<file path="src/rtl/numero_capture_if.sv">
// Pixel stream, capture control and 11x11 digit image bundle between a video source and numero_capture.
interface numero_capture_if;
   logic                         iStart;
   logic                         iVsync;
   logic                         iPix_valid;
   logic [7:0]                   iPix;
   logic [9:0]                   iX;
   logic [9:0]                   iY;
   logic [10:0][10:0][7:0]       oNumero;
   logic                         oBusy;
   logic                         oValid;

   modport master (
      output iStart, iVsync, iPix_valid, iPix, iX, iY,
      input  oNumero, oBusy, oValid
   );

   modport slave (
      input  iStart, iVsync, iPix_valid, iPix, iX, iY,
      output oNumero, oBusy, oValid
   );
endinterface

</file>
<file path="src/rtl/numero_capture.sv">
// Captures a 44x44 window of a raster frame and box-downsamples it to an 11x11 8-bit digit image.
// Define NUMERO_CAPTURE_INVERT_EN to accumulate 255-pix instead of pix (dark-on-light digits).
//
// state       | meaning
// ST_IDLE     | no capture pending, oNumero holds
// ST_WAIT_FRM | capture requested, waiting for next iVsync, accumulators held at 0
// ST_CAPTURE  | accumulating window pixels, rows of oNumero written as cells finish
// ST_DONE     | last window pixel seen, oValid high, oNumero holds
module numero_capture #(
   parameter int X0 = 0,
   parameter int Y0 = 0
) (
   input  logic             iCLK,
   input  logic             iRST_N,
   numero_capture_if.slave  bus
);

   localparam logic [1:0] ST_IDLE     = 2'd0;
   localparam logic [1:0] ST_WAIT_FRM = 2'd1;
   localparam logic [1:0] ST_CAPTURE  = 2'd2;
   localparam logic [1:0] ST_DONE     = 2'd3;

   localparam logic [10:0] X_LO = 11'(X0);
   localparam logic [10:0] X_HI = 11'(X0 + 44);
   localparam logic [10:0] Y_LO = 11'(Y0);
   localparam logic [10:0] Y_HI = 11'(Y0 + 44);

   logic [1:0]             state;
   logic [1:0]             state_nxt;
   logic [11:0]            acc [11];
   logic [10:0][10:0][7:0] numero;

   logic [9:0]  dx;
   logic [9:0]  dy;
   logic [3:0]  col;
   logic [3:0]  row;
   logic        in_win;
   logic        accept;
   logic        take;
   logic        cell_end;
   logic        last_pix;
   logic        restart;
   logic        clear_acc;
   logic [7:0]  pix_val;
   logic [11:0] acc_sel;
   logic [11:0] sum;

   always_comb begin
      dx       = bus.iX - X_LO[9:0];
      dy       = bus.iY - Y_LO[9:0];
      in_win   = ({1'b0, bus.iX} >= X_LO) && ({1'b0, bus.iX} < X_HI) &&
                 ({1'b0, bus.iY} >= Y_LO) && ({1'b0, bus.iY} < Y_HI);
      col      = dx[5:2];
      row      = dy[5:2];
      accept   = (state == ST_CAPTURE) && bus.iPix_valid && in_win;
      cell_end = (dx[1:0] == 2'b11) && (dy[1:0] == 2'b11);
      last_pix = (dx == 10'd43) && (dy == 10'd43);
      // a frame start landing on the final pixel counts as completion, not restart
      restart  = (state == ST_CAPTURE) && bus.iVsync && !(accept && last_pix);
      take     = accept && !restart;
      clear_acc = (state == ST_WAIT_FRM) || restart;
`ifdef NUMERO_CAPTURE_INVERT_EN
      pix_val  = 8'd255 - bus.iPix;
`else
      pix_val  = bus.iPix;
`endif
      acc_sel = '0;
      for (int c = 0; c < 11; c++) begin
         if (col == 4'(c)) acc_sel = acc[c];
      end
      sum = acc_sel + {4'd0, pix_val};
   end

   always_comb begin
      state_nxt = state;
      case (state)
         ST_IDLE, ST_DONE: if (bus.iStart) state_nxt = ST_WAIT_FRM;
         ST_WAIT_FRM:      if (bus.iVsync) state_nxt = ST_CAPTURE;
         ST_CAPTURE:       if (accept && last_pix) state_nxt = ST_DONE;
         default:          state_nxt = ST_IDLE;
      endcase
   end

   always_ff @(posedge iCLK or negedge iRST_N) begin
      if (!iRST_N) state <= ST_IDLE;
      else         state <= state_nxt;
   end

   // one accumulator per cell column; raster order finishes a cell row before the next starts
   always_ff @(posedge iCLK or negedge iRST_N) begin
      if (!iRST_N) begin
         for (int c = 0; c < 11; c++) acc[c] <= '0;
      end else begin
         for (int c = 0; c < 11; c++) begin
            if (clear_acc)
               acc[c] <= '0;
            else if (take && col == 4'(c))
               acc[c] <= cell_end ? 12'd0 : sum;
         end
      end
   end

   always_ff @(posedge iCLK or negedge iRST_N) begin
      if (!iRST_N) begin
         numero <= '0;
      end else begin
         for (int r = 0; r < 11; r++) begin
            for (int c = 0; c < 11; c++) begin
               if (take && cell_end && row == 4'(r) && col == 4'(c))
                  numero[r][c] <= sum[11:4];
            end
         end
      end
   end

   assign bus.oNumero = numero;
   assign bus.oBusy   = (state == ST_WAIT_FRM) || (state == ST_CAPTURE);
   assign bus.oValid  = (state == ST_DONE);

endmodule
</file>
<file path="src/flat_wrapper.sv">
// flat-port wrapper written by rule: the top's interface ports become plain ports
module numero_capture_flat 
#(
   parameter int X0 = 0,
   parameter int Y0 = 0
)
  (iCLK, iRST_N, bus_iStart, bus_iVsync, bus_iPix_valid, bus_iPix, bus_iX, bus_iY, bus_oNumero, bus_oBusy, bus_oValid);
  numero_capture_if bus_i ();
  input  logic iCLK;
  input  logic iRST_N;
  input wire logic [$bits(bus_i.iStart)-1:0] bus_iStart;
  input wire logic [$bits(bus_i.iVsync)-1:0] bus_iVsync;
  input wire logic [$bits(bus_i.iPix_valid)-1:0] bus_iPix_valid;
  input wire logic [$bits(bus_i.iPix)-1:0] bus_iPix;
  input wire logic [$bits(bus_i.iX)-1:0] bus_iX;
  input wire logic [$bits(bus_i.iY)-1:0] bus_iY;
  output wire logic [$bits(bus_i.oNumero)-1:0] bus_oNumero;
  output wire logic [$bits(bus_i.oBusy)-1:0] bus_oBusy;
  output wire logic [$bits(bus_i.oValid)-1:0] bus_oValid;
  assign bus_i.iStart = bus_iStart;
  assign bus_i.iVsync = bus_iVsync;
  assign bus_i.iPix_valid = bus_iPix_valid;
  assign bus_i.iPix = bus_iPix;
  assign bus_i.iX = bus_iX;
  assign bus_i.iY = bus_iY;
  assign bus_oNumero = bus_i.oNumero;
  assign bus_oBusy = bus_i.oBusy;
  assign bus_oValid = bus_i.oValid;
  numero_capture #(.X0(X0), .Y0(Y0)) u_core (.iCLK(iCLK), .iRST_N(iRST_N), .bus(bus_i));
endmodule
</file>
<file path="config.mk">
export PLATFORM = sky130hd
export DESIGN_NAME = numero_capture_flat
export DESIGN_NICKNAME = d
export VERILOG_FILES = /design/src/rtl/numero_capture_if.sv /design/src/rtl/numero_capture.sv /design/src/flat_wrapper.sv
export SDC_FILE = /design/constraint.sdc
export NUM_CORES = 2
export LEC_CHECK = 0
export CORE_AREA = 2 2 389 391
export DETAILED_ROUTE_END_ITERATION = 16
export DIE_AREA = 0 0 391 393
export PLACE_DENSITY = 0.52
export SLEW_MARGIN = 20
export SYNTH_ARGS = -nofsm -noshare
export SYNTH_HDL_FRONTEND = slang
export SYNTH_SLANG_ARGS = --single-unit
</file>
<file path="constraint.sdc">
create_clock -name iCLK -period 10.28 [get_ports iCLK]
set_input_delay 2.056 -clock iCLK [delete_from_list [all_inputs] [get_ports iCLK]]
set_output_delay 2.056 -clock iCLK [all_outputs]
set_load 0.01 [all_outputs]
</file>
# ---- Word level (Yosys, flattened, before mapping)
# Index checks and enable logic that the tools add are counted.
dict set report word_totals {
  regBits 1102
  input_bits 33
  out_inout_bits 970
  wordCells 377
}
dict set report op_classes {
  addsub 1
  magnitude_cmp 2
  eq_ne 30
  muxes 38
  n_reduce_logical 173
}
# op n
set op_table {}
lappend op_table {{2-to-1 mux 12 bit} 34}
lappend op_table {{logical AND 1 bit} 153}
lappend op_table {{== test 4 x 3 -> 1 bit (second input constant)} 8}
lappend op_table {{== test 4 bit (second input constant)} 6}
lappend op_table {{nonzero test 2 bit} 11}
lappend op_table {{== test 10 x 6 -> 1 bit (second input constant)} 2}
lappend op_table {{less-than comparator 10 x 6 -> 1 bit (second input constant)} 2}
lappend op_table {{== test 4 x 2 -> 1 bit (second input constant)} 4}
lappend op_table {{adder 12 x 8 -> 12 bit} 1}
lappend op_table {{== test 2 bit (second input constant)} 4}
lappend op_table {{== test 4 x 1 -> 1 bit (second input constant)} 2}
lappend op_table {{zero test 4 bit} 2}
lappend op_table {{2-to-1 mux 2 bit} 3}
lappend op_table {{!= test 2 bit (second input constant)} 3}
lappend op_table {{one-hot mux 2 bit (3 select lines)} 1}
lappend op_table {{AND reduction 3 bit} 1}
lappend op_table {{== test 2 x 1 -> 1 bit (second input constant)} 1}
lappend op_table {{zero test 1 bit} 2}
lappend op_table {{zero test 2 bit} 1}
lappend op_table {{logical OR 1 bit} 2}
lappend op_table {{OR reduction 2 bit} 1}

# ---- Longest topological paths before layout
dict set report logic_depth {
  word_depth 16
  depth_mapped 20
  ltp_nobuf 16
}

# ---- Worst setup path after synthesis
# OpenSTA, ideal clock, no wires.
dict set report synth_timing {
  kind {input port to flip-flop}
  start {in bus_iX[2]}
  end {reg u_core.numero (netlist bit u_core.bus.oNumero[667])}
  setup_time_ns 0.135
  t_arrival_ns 5.576
  required_time_ns 10.145
  slack_ns 4.570
  stages 16
  n_path_buf 5
  path_cell_list {buf_2 > buf_2 > buf_1 > mux4_2 > nand2_1 > o2111ai_1 > ha_1 > o21ai_0 > nor2_1 > o31ai_1 > nand2b_1 > a21oi_1 > xor2_1 > clkbuf_1 > clkbuf_1 > o21ai_0}
}
dict set report synth_via {
  elab_chain_len 13
}
# item line
set synth_lines {}
lappend synth_lines {{start, declared} flat_wrapper.sv:15} ;# input wire logic [$bits(bus_i.iX)-1:0] bus_iX;
lappend synth_lines {{zero test 4 bit} numero_capture.sv:69} ;# if (col == 4'(c)) acc_sel = acc[c];
lappend synth_lines {{2-to-1 mux 12 bit (11 in series)} numero_capture.sv:69}
lappend synth_lines {{adder 12 x 8 -> 12 bit} numero_capture.sv:71} ;# sum = acc_sel + {4'd0, pix_val};
lappend synth_lines {{end signal, assigned by index} numero_capture.sv:110} ;# numero[r][c] <= sum[11:4];
lappend synth_lines {{end, declared} numero_capture.sv:31} ;# logic [10:0][10:0][7:0] numero;
# Parallel ways exist; a longest one is shown, timed or not.
# A chain may end at the register's enable or synchronous reset.

# ---- Worst setup path after layout
dict set report layout_timing {
  start {in bus_iX[4]}
  end {reg u_core.numero (netlist bit u_core.bus.oNumero[486])}
}
# The elaborated chain is that of the path after synthesis.

==> summary.md <==
| Metric | Value |
|---|---|
| Status | completed |
| Die area | 154000 µm² |
| Fin Hold WS | 0.473 ns |
| Detail Placement HPWL | 124000 µm |
| Most numerous cell in the Yosys netlist | nand2_1 |
| Post-synthesis average cell area | 10.1 µm² |
| Die Span Y | 393 µm |
| H-tree depth | 4 |
| Synth Flop Type | dfrtp_1 |
| Metal2 WL | ~87000 µm |
| Seq/Total Area, Yosys | 65.9% |
| CTS buffer count | 132 |
| YS warnings | 0 |
| Cells after Synth | 4136 |
| Fill cells | 14900 |
| Top sig layer | met5 |
| Final wirelength | approximately 180000 µm |
| Routed vias | around 34000 |
| Placer Congestion | 0.906 |
| Slew @ Worst Pin | about 1.1 ns |
| Crit-path most repeated cell | o21ai_0 |
| #FFs+latches synth | 1102 |
| Clock Latency Late Sink | 0.77 ns |
| Max Clk Rate | 141 MHz |
| Metal-1 WL | about 75000 µm |
| R2R setup slack | 5.93 ns |
| Relative slew slack | 24.1% |
| Synth top area cells | dfrtp_1 66%, o21ai_0 11%, nand2_1 11%, clkbuf_1 2.3%, o21ai_1 1.9% |
| Met3 wire length | about 14000 µm |
| Asr flop ratio synth | 100% |
| Worst r2r src | u_core.state[0] |
| Fin cells | around 7000 |
| Synth Cell Area | 41800 µm² |
| Die span in x | 391 µm |
| Iteration-0 DRC count of the detailed router | 2360 |
| DR DRC count | 0 |
| RR Endpoint | u_core.bus.oNumero[868] |
| Clock-pin slew on the worst setup and hold paths | 0.06 ns |
| CTS tree | built |
| Mapped Nets | 4181 |
| First drt pass iteration count | 6 |
| Post-cts resize count | 0 |
| Hold Path Class | register to register |
| Post-synth top cells | 1195 x nand2_1, 1102 x dfrtp_1, 906 x o21ai_0 |
| Worst vdd ir | 0.000120 V |
| CP required | 10.88 ns |
| Lkg Pwr | 24.5 nW |
| CORE AREA | around 150000 µm² |
| Yosys cell types | around 60 |
| Unrepaired setup endpoints after global routing | no |
| First-pass GRT wire length | 257000 µm |
| Final setup fails | 0 |
| Dpl cells | 6816 |
| CP Cell Sequence | clkdlybuf4s50_1 -> nand2b_1 -> nor2_4 -> buf_4 -> a222oi_1 -> a31oi_1 -> a221o_1 -> ha_1 -> inv_1 -> fa_1 -> nor2b_1 -> o21a_1 -> o21ai_0 -> a221oi_1 -> nand3_1 -> xor2_4 -> buf_12 -> o21ai_0 |
| Io pins | about 1000 |
| Number of synthesized flops with an enable pin | 0 |
| Largest net degree at the start of global routing | ~160 |
| Critical path class | input pin to register |
| Max Transition Viols Final | 0 |
| Worst path slowest cell | clkdlybuf4s50_1 |
| Global route overflow | 0 |
| Vias in the first global route | 33900 |
| Vias per cell | 4.82 |
| Final hold viol count | 0 |
| Clock Tree Buf Depth | 3 |
| Post-CTS Setup Inserts | 0 |
| Total Routing Usage GR | 23.3% |
| Clk_skew | 0.0374 ns |
| WL per Instance | 25.8 µm |
| Row Count | 142 |
| Share of cells above drive strength 1 | 6.89% |
| CP Data Arrival Time | 7.69 ns |
| Hold Crit Start | u_core.bus.oNumero[429] |
| Worst hold path depth | 2 |
| PD cells | 174 nW/µm² |
| Post-synth top area share | 65.9% |
| Post-cts hold buffer count | 0 |
| Antenna violations before repair | 8 |
| Worst setup SP type | input pin |
| Crit-path max FO | 67 |
| Critical path capture point type | register |
| Fin crit period | slightly above 7 ns |
| Final net count | 5051 |
| Clk sink count | 1102 |
| Syn-to-layout area delta | 39.5% |
| Final worst path period share | 68.9% |
| Leading area contributor after synthesis | dfrtp_1 |
| Number of max-cap violations | 0 |
| Buffers added on ports | 1002 |
| Largest stage delay on the critical path | 0.97 ns |
| TNS Setup | 0 ns |
| Remaining antenna violation count | 0 |
| Initial core utilization | 28.0% |
| Worst Reg-to-Reg Cells | 9 |
| CTS Root Cell | clkbuf_16 |
| Hold worst-path end | u_core.bus.oNumero[429] |
## cells by family after synthesis
group	count (synthesis)	synth area share [%]
AND/OR/NAND/NOR	1458	14.0
AO/OA/AOI/OAI	1165	14.7
flip-flops	1102	65.9
buffers and inverters	347	3.48
multiplexers	44	1.31
adder cells (fa/ha/maj)	12	0.377
XOR/XNOR	8	0.168
## sequential cells by signal, indices dropped and copies added, names as in the netlist
register,count
u_core.acc,132
u_core.state,2
u_core.bus.oNumero,968
## cell usage in the layout (no fill, tap or decap), types with 5 or more instances in the layout
| master | instances |
|---|---|
| bufinv_16 | 7 |
| nand2b_1 | 13 |
| clkbuf_16 | 134 |
| a22oi_1 | 15 |
| clkbuf_8 | 25 |
| buf_4 | 49 |
| clkbuf_1 | 36 |
| dfrtp_1 | 1102 |
| buf_12 | 14 |
| nor2_4 | 15 |
| mux4_2 | 6 |
| o21ai_0 | 906 |
| nor3_2 | 10 |
| nand4_1 | 5 |
| inv_6 | 7 |
| nand3_1 | 147 |
| mux2i_1 | 13 |
| inv_1 | 17 |
| o21ai_1 | 156 |
| xor2_4 | 5 |
| ha_1 | 11 |
| a21oi_1 | 16 |
| nand2_1 | 1194 |
| o2bb2ai_1 | 25 |
| clkinvlp_4 | 5 |
| o22ai_1 | 5 |
| nor2_1 | 22 |
| a222oi_1 | 5 |
| nor2b_1 | 8 |
| clkdlybuf4s50_1 | 1001 |
| clkinv_2 | 12 |
| mux2_2 | 25 |
| and2_1 | 14 |
## power by group
part / total (mW) / internal, mW / switching (mW) / leakage [nW]
Sequential: 4.45 / 4.41 / 0.0411 / 15.3
Combinational: 0.946 / 0.218 / 0.729 / 7.01
Clock: 4.75 / 2.79 / 1.96 / 2.14
## how the worst max path moves through the flow
stage | slack (ns) | to | startpoint
floorplan | 4.57 | u_core.bus.oNumero[667] | bus_iX[2]
finish | 3.20 | u_core.bus.oNumero[486] | bus_iX[4]
detailed placement | 2.48 | u_core.bus.oNumero[486] | bus_iX[4]
CTS | 3.28 | u_core.bus.oNumero[486] | bus_iX[4]
global placement | 2.53 | u_core.bus.oNumero[775] | bus_iX[4]
global route | 2.85 | u_core.bus.oNumero[486] | bus_iX[4]
## worst max-delay path: cells and delay by family
family,cells,cell delay [ns]
adder cells (fa/ha/maj),2,0.58
buffers and inverters,4,1.73
XOR/XNOR,1,0.31
AO/OA/AOI/OAI,7,1.50
AND/OR/NAND/NOR,4,1.31
## per-stage QoR
stage / total power [mW] / instance area [µm²] / setup slack, ns / utilization [%]
floorplan: 5.02 / 41800 / 4.57 / -
global placement: 5.49 / 53900 / 2.53 / 36.1
detailed placement: 5.49 / 53900 / 2.48 / 36.1
CTS: 10.3 / 58300 / 3.28 / 39.1
global route: 10.5 / 58300 / 2.85 / 39.1
finish: 10.2 / 58300 / 3.20 / 39.1
## layout make-up
type	instances	area, µm²	share of cell area, %
well taps	1944	2430	4.17
inverters	17	63.8	0.109
clock inverters	42	582	0.998
clock buffers	195	3830	6.57
multi-input cells	2687	13100	22.5
repair buffers	1066	10700	18.3
flip-flops and latches	1102	27600	47.3
diodes	1	2.50	0.00429
## routing by layer
metal | GRT usage [%] | vias up
met5 | 0 | -
met3 | 6.61 | 268
met1 | 29.2 | 16900
li1 | - | 15600
met4 | 7.57 | 6
met2 | 38.4 | 1197
Note: power is estimated with default switching activity, not from simulation.
